### src/rtl/z3_pkg.sv
// Shared Zorro III definitions: cycle-sequencer state encoding plus address-space
// and priority helpers used by both the slave sequencer and the DMA master.
package z3_pkg;

  typedef enum logic [1:0] {
    Z3_IDLE  = 2'd0,
    Z3_START = 2'd1,
    Z3_DATA  = 2'd2,
    Z3_END   = 2'd3
  } z3_state_e;

  // Widest select vector the priority helper handles.
  localparam int Z3_SEL_MAX = 32;

  // Data and program spaces (FC = x01 / x10) are the only ones the card answers.
  function automatic logic validspace(input logic [2:0] fc);
    return fc[1] ^ fc[0];
  endfunction

  // Isolates the lowest-index set bit; zero in, zero out.
  function automatic logic [Z3_SEL_MAX-1:0] lowest_set(input logic [Z3_SEL_MAX-1:0] v);
    return v & (-v);
  endfunction

endpackage

### src/rtl/sync2.sv
// Two-flop synchroniser for the asynchronous Zorro strobes, synchronous active-high reset.
module sync2 (
  input  logic clk,
  input  logic rst,
  input  logic d,
  output logic q
);

  logic meta;

  // NOTE: non-blocking assignments make both flops sample together, so d takes two edges to reach q.
  always_ff @(posedge clk) begin
    if (rst) begin
      meta <= 1'b0;
      q    <= 1'b0;
    end else begin
      meta <= d;
      q    <= meta;
    end
  end

endmodule

### src/rtl/z3_slave_sequencer.sv
// Zorro III slave cycle sequencer: claims a cycle, waits for the selected target's ack, drives DTACK/SLAVE_n.
// Build option Z3_TIMEOUT_BERR_EN: watchdog expiry terminates with BERR instead of DTACK.
module z3_slave_sequencer
  import z3_pkg::*;
#(
  parameter int NUM_TARGETS    = 4,
  parameter int TIMEOUT_CYCLES = 255,
  parameter int CNT_W          = 8
) (
  input  logic                   CLK,
  input  logic                   RESET,
  input  logic                   FCS_n,
  input  logic                   ADDR_MATCH,
  input  logic [2:0]             FC,
  input  logic [3:0]             DS_n,
  input  logic                   DOE,
  input  logic [NUM_TARGETS-1:0] REGION_SEL,
  input  logic [NUM_TARGETS-1:0] TGT_DTACK,
  output logic [NUM_TARGETS-1:0] TGT_CYCLE,
  output logic                   SLAVE_n,
  output logic                   DTACK_OE,
  output logic                   BERR_OE,
  output logic                   BUSY,
  output logic                   TIMEOUT_ERR,
  output logic                   ABORT
);

  localparam bit               WD_EN   = (TIMEOUT_CYCLES != 0);
  localparam logic [CNT_W-1:0] WD_LAST = CNT_W'((TIMEOUT_CYCLES == 0) ? 0 : TIMEOUT_CYCLES - 1);
  localparam logic [CNT_W-1:0] CNT_MAX = '1;

  z3_state_e              state, state_nxt;
  logic [CNT_W-1:0]       cnt, cnt_nxt;
  logic [NUM_TARGETS-1:0] tgt_nxt;
  logic                   dtack_nxt, berr_nxt, tmo_nxt, abort_nxt;
  logic                   ds_s, doe_s, claim, expire, wd_hit, tgt_ack;

  sync2 u_ds_sync  (.clk(CLK), .rst(RESET), .d(DS_n != 4'hF), .q(ds_s));
  sync2 u_doe_sync (.clk(CLK), .rst(RESET), .d(DOE),          .q(doe_s));

  assign claim   = !FCS_n && ADDR_MATCH && validspace(FC) && (|REGION_SEL);
  assign tgt_ack = |(TGT_DTACK & TGT_CYCLE);
  assign wd_hit  = WD_EN && (cnt == WD_LAST);
  assign BUSY    = (state != Z3_IDLE);
  // Combinational so the card answers within the Zorro slave response window.
  assign SLAVE_n = RESET || !(claim || (BUSY && !FCS_n));

  // NOTE: every output of this block gets a default first, so no path can infer a latch.
  always_comb begin
    state_nxt = state;
    cnt_nxt   = cnt;
    tgt_nxt   = TGT_CYCLE;
    dtack_nxt = DTACK_OE;
    berr_nxt  = BERR_OE;
    tmo_nxt   = 1'b0;
    abort_nxt = 1'b0;
    expire    = 1'b0;

    if ((state == Z3_START) || (state == Z3_DATA))
      cnt_nxt = (cnt == CNT_MAX) ? cnt : cnt + CNT_W'(1);

    unique case (state)
      Z3_IDLE: begin
        dtack_nxt = 1'b0;
        cnt_nxt   = '0;
        tgt_nxt   = '0;
        if (claim) begin
          state_nxt = Z3_START;
          tgt_nxt   = NUM_TARGETS'(lowest_set(Z3_SEL_MAX'(REGION_SEL)));
        end
      end
      Z3_START: begin
        if (FCS_n) begin
          state_nxt = Z3_IDLE;
          abort_nxt = 1'b1;
          tgt_nxt   = '0;
        end else if (wd_hit) begin
          expire = 1'b1;
        end else if (doe_s && ds_s) begin
          state_nxt = Z3_DATA;
        end
      end
      Z3_DATA: begin
        // Abort beats ack, and ack beats the watchdog in the same cycle.
        if (FCS_n) begin
          state_nxt = Z3_IDLE;
          abort_nxt = 1'b1;
          tgt_nxt   = '0;
        end else if (tgt_ack) begin
          state_nxt = Z3_END;
        end else if (wd_hit) begin
          expire = 1'b1;
        end
      end
      Z3_END: begin
        if (FCS_n) begin
          state_nxt = Z3_IDLE;
          dtack_nxt = 1'b0;
          berr_nxt  = 1'b0;
          tgt_nxt   = '0;
        end else if (!BERR_OE) begin
          dtack_nxt = 1'b1;
        end
      end
      default: state_nxt = Z3_IDLE;
    endcase

    if (expire) begin
      state_nxt = Z3_END;
      tmo_nxt   = 1'b1;
`ifdef Z3_TIMEOUT_BERR_EN
      berr_nxt  = 1'b1;
`endif
    end
  end

  always_ff @(posedge CLK) begin
    if (RESET) begin
      state       <= Z3_IDLE;
      cnt         <= '0;
      TGT_CYCLE   <= '0;
      DTACK_OE    <= 1'b0;
      BERR_OE     <= 1'b0;
      TIMEOUT_ERR <= 1'b0;
      ABORT       <= 1'b0;
    end else begin
      state       <= state_nxt;
      cnt         <= cnt_nxt;
      TGT_CYCLE   <= tgt_nxt;
      DTACK_OE    <= dtack_nxt;
      BERR_OE     <= berr_nxt;
      TIMEOUT_ERR <= tmo_nxt;
      ABORT       <= abort_nxt;
    end
  end

endmodule
### config.mk
export PLATFORM = sky130hd
export DESIGN_NAME = z3_slave_sequencer
export DESIGN_NICKNAME = d
export VERILOG_FILES = /design/src/rtl/z3_pkg.sv /design/src/rtl/sync2.sv /design/src/rtl/z3_slave_sequencer.sv
export SDC_FILE = /design/constraint.sdc
export NUM_CORES = 1
export LEC_CHECK = 0
export BUFFER_PORTS_ARGS = -buffer_cell sky130_fd_sc_hd__buf_4
export CAP_MARGIN = 40
export CORE_MARGIN = 5
export CORE_UTILIZATION = 53
export DETAILED_ROUTE_END_ITERATION = 10
export GPL_TIMING_DRIVEN = 0
export PLACE_DENSITY = 0.81
export SLEW_MARGIN = 0
export SYNTH_ARGS = -nofsm -noshare
export SYNTH_HDL_FRONTEND = slang
export SYNTH_HIERARCHICAL = 1
export SYNTH_SLANG_ARGS = --single-unit
### constraint.sdc
create_clock -name CLK -period 4.1 [get_ports CLK]
set_clock_uncertainty 0.2 [all_clocks]
set_input_delay 0 -clock CLK [delete_from_list [all_inputs] [get_ports CLK]]
set_output_delay 0 -clock CLK [all_outputs]
set_load 0.02 [all_outputs]
==> flow_summary.yaml <==
floorplan:
  row_count: 16
  fp.dieW_um: 54.0
  die-area_um2: 2920
  start_util_pct: 53.9
  core_area_um2: 1900
  io-pin-count: 30
  die-height_um: 54.0
routing:
  drc_errors: 0
  wire_per_inst_um: 13.6
  vias: 992
  drtAntennaViolNets: 0
  drtPass1Iterations: 5
  drt_iter0_drc: 26
  drt-total-wl_um: 2520
  vias_per_cell: 5.36
synthesis:
  synth_fp_nets: 140
  syn_avg_cell_area_um2: 9.00
  synth_edf_count: 0
  yosysTopAreaCellShare_pct: 41.0
  synthCells: 114
  synth_area_leader_cell: "dfxtp_1"
  async_flop_share_pct: 0
  yosys-top-cells-count: "21 x dfxtp_1, 18 x nor2_1, 7 x inv_1"
  yosys_warnings: 6
  yosysMostFrequentCell: "dfxtp_1"
  synth_area_leaders: "dfxtp_1 41%, ha_1 7.3%, nor2_1 6.6%"
  synth-seq-cells: 21
  netlist_area_um2: 1030
  ys_seq_area_share_pct: 41.0
  synth_cell_types: 38
  synthFlopType: "dfxtp_1"
critical_path:
  crit_family: "buffers and inverters"
  cp-end-kind: "flop"
  arrival_ps: 2450
  worstPathCellList: "inv_1 -> ha_1 -> inv_1 -> nor4_1 -> a32oi_1 -> dlygate4sd3_1 -> nor2_1"
  rrSetupSlack_ps: 1710
  required_ps: 4150
  crit_slowest_cell: "dlygate4sd3_1"
  critPathLaunchType: "flop"
  max_stage_delay_ps: 580
  critPathKind: "flop to flop"
  worstRegToRegCells: 7
  rr_endpoint: "TGT_CYCLE[3]"
  cp_num_buf_inv: 3
  cp_common_cell: "inv_1"
  worstPathMaxFanout: 6
  timing.rr.start: "state[0]"
place:
  place_congestion: 0.842
  port_buffers: 27
  dp_hpwl_um: 1720
  place_area_um2: 1260
  dp_cells: 168
power_and_ir_drop:
  power.density_nw_per_um2: 295
  p_leak_uw: 0.000565
  peakVddDrop_v: 0.000286
sta:
  rsz0062_at_grt: "false"
  fmax_mhz: 418
  slew_headroom_pct: 66.2
  setup_violations: 0
  setup-tns-final_ps: 0
  period_share_pct: 58.3
  whs_ps: 53.2
  hold_viol: 0
  tightestPinTransition_ps: 506
  slew_viol_final: 0
  post-route-min-period_ps: 2390
final_layout:
  fin_area_um2: 1420
  n_antenna_cell: 0
  layout.cells.non_filler: 185
  drive_gt1_share_pct: 24.1
  finish.utilization_pct: 74.8
  nets: 185
  area_growth_pct: 38.7
clock_network:
  cts_root_buf: "clkbuf_4"
  worstSkewPairLatency_ps: 310
  cts_buffers: 3
  cts.htree.levels: 1
  clock_path_buffers: 2
  cts_sinks: 21
  cts_setup_buffers: 0
  path_clk_slew_ps: 120
  cts_tree: "built"
global_route:
  globalRoute.totalOverflow: 0
  grt_first_pass_wirelength_um: 4330
  grt_max_degree: 14
  antenna_found_initial: 0
  track_usage_pct: 20.4
  grt_pass1_vias: 1010
worst_hold_path:
  hold_class: "input port to flop"
  hold_end: "state[1]"
  hold_start: "ADDR_MATCH"
  whs_path_depth: 5
status:
  status: "finished, final reports clean"
flow_run:
  cap_violations: 0
## state kept, by name, summed over array words and instances, names as in the netlist
| name | cells |
|---|---|
| ABORT | 1 |
| DTACK_OE | 1 |
| TGT_CYCLE | 4 |
| TIMEOUT_ERR | 1 |
| cnt | 8 |
| state | 2 |
| u_doe_sync/meta | 1 |
| u_doe_sync/q | 1 |
| u_ds_sync/meta | 1 |
| u_ds_sync/q | 1 |
## worst reg2reg max path, delay by kind of cell (launching register included)
family	cells	cell delay (ps)
and+or+nand+nor	2	510
buffers and inverters	3	840
DFF	1	350
adders and majority gates	1	300
AOI/OAI and AO/OA	1	150
## cells in the final DEF (no fill, tap or decap), drive strengths merged
cell type	Yosys	final
and3	1	1
nand2	6	6
nand2b	1	1
nor2	18	18
buf	1	28
a21oi	3	3
xor2	6	6
a222oi	1	1
o21ai	1	1
conb	1	1
and2b	1	1
a31oi	3	3
o21bai	1	1
nor2b	6	6
a32oi	2	2
clkbuf	2	5
a41oi	2	2
nand4	5	5
or2	1	1
a22oi	1	1
and4	1	1
a32o	1	1
clkinvlp	0	1
nand3	3	3
o211ai	2	2
mux2	1	1
xnor2	1	1
dfxtp	21	21
nor4	1	1
or4	2	2
ha	6	6
nand3b	1	1
a211oi	3	3
nor3	1	1
dlygate4sd3	0	13
inv	7	7
## cell families (layout without fill, tap and decap cells)
family                     after synthesis  after routing  synth area share [%]
adders and majority gates                6              6                  7.32
and+or+nand+nor                         48             48                  24.0
AOI/OAI and AO/OA                       20             20                  15.9
DFF                                     21             21                  41.0
buffers and inverters                   10             54                  4.03
muxes                                    1              1                  1.46
xor gates and xnor gates                 7              7                  5.98
other                                    1              1                 0.366
## per-stage QoR
stage | power [uW] | setup WS [ps]
6_report | 420 | 1710
5_1_grt | 447 | 1470
4_1_cts | 423 | 1780
3_5_place_dp | 313 | 2050
3_3_place_gp | 311 | 2110
2_1_floorplan | 280 | 2190
## where the power goes
group	internal (uW)	switching [uW]	total (uW)	leakage (uW)
logic	50.9	53.5	104	0.000381
registers	210	4.51	215	0.000171
clock network	37.2	63.6	101	0.0000139
total	299	122	420	0.000565
## layout make-up
cell class | instances | area [um2]
Inverter | 7 | 26.3
Fill cell | 131 | 479
Buffer | 3 | 15.0
Sequential cell | 21 | 420
Timing Repair Buffer | 40 | 333
Tap cell | 27 | 33.8
Clock buffer | 3 | 22.5
Multi-Input combinational cell | 83 | 564
Clock inverter | 1 | 7.51
## worst max-delay path by stage
stage,startpoint,end,slack [ps],cells after the start
floorplan,state[0],state[0],2190,7
global placement,state[0],state[0],2110,7
detailed placement,state[0],state[0],2050,7
CTS,state[0],TGT_CYCLE[3],1780,7
global route,state[0],TGT_CYCLE[3],1470,7
finish,state[0],TGT_CYCLE[3],1710,7
## metal layers
metal	part of all wire, %	track usage, %
met5	0	0
met4	3.6	7.88
met1	41	23.9
met2	49	33.9
met3	6.5	7.20
## repair_timing
item,4_1_cts,5_1_grt
gates resized for setup,0,0
hold buffers,13,0
endpoints found under the setup margin,0,0
hold endpoints to repair,11,0
Note: power is estimated with default switching activity, not from simulation.
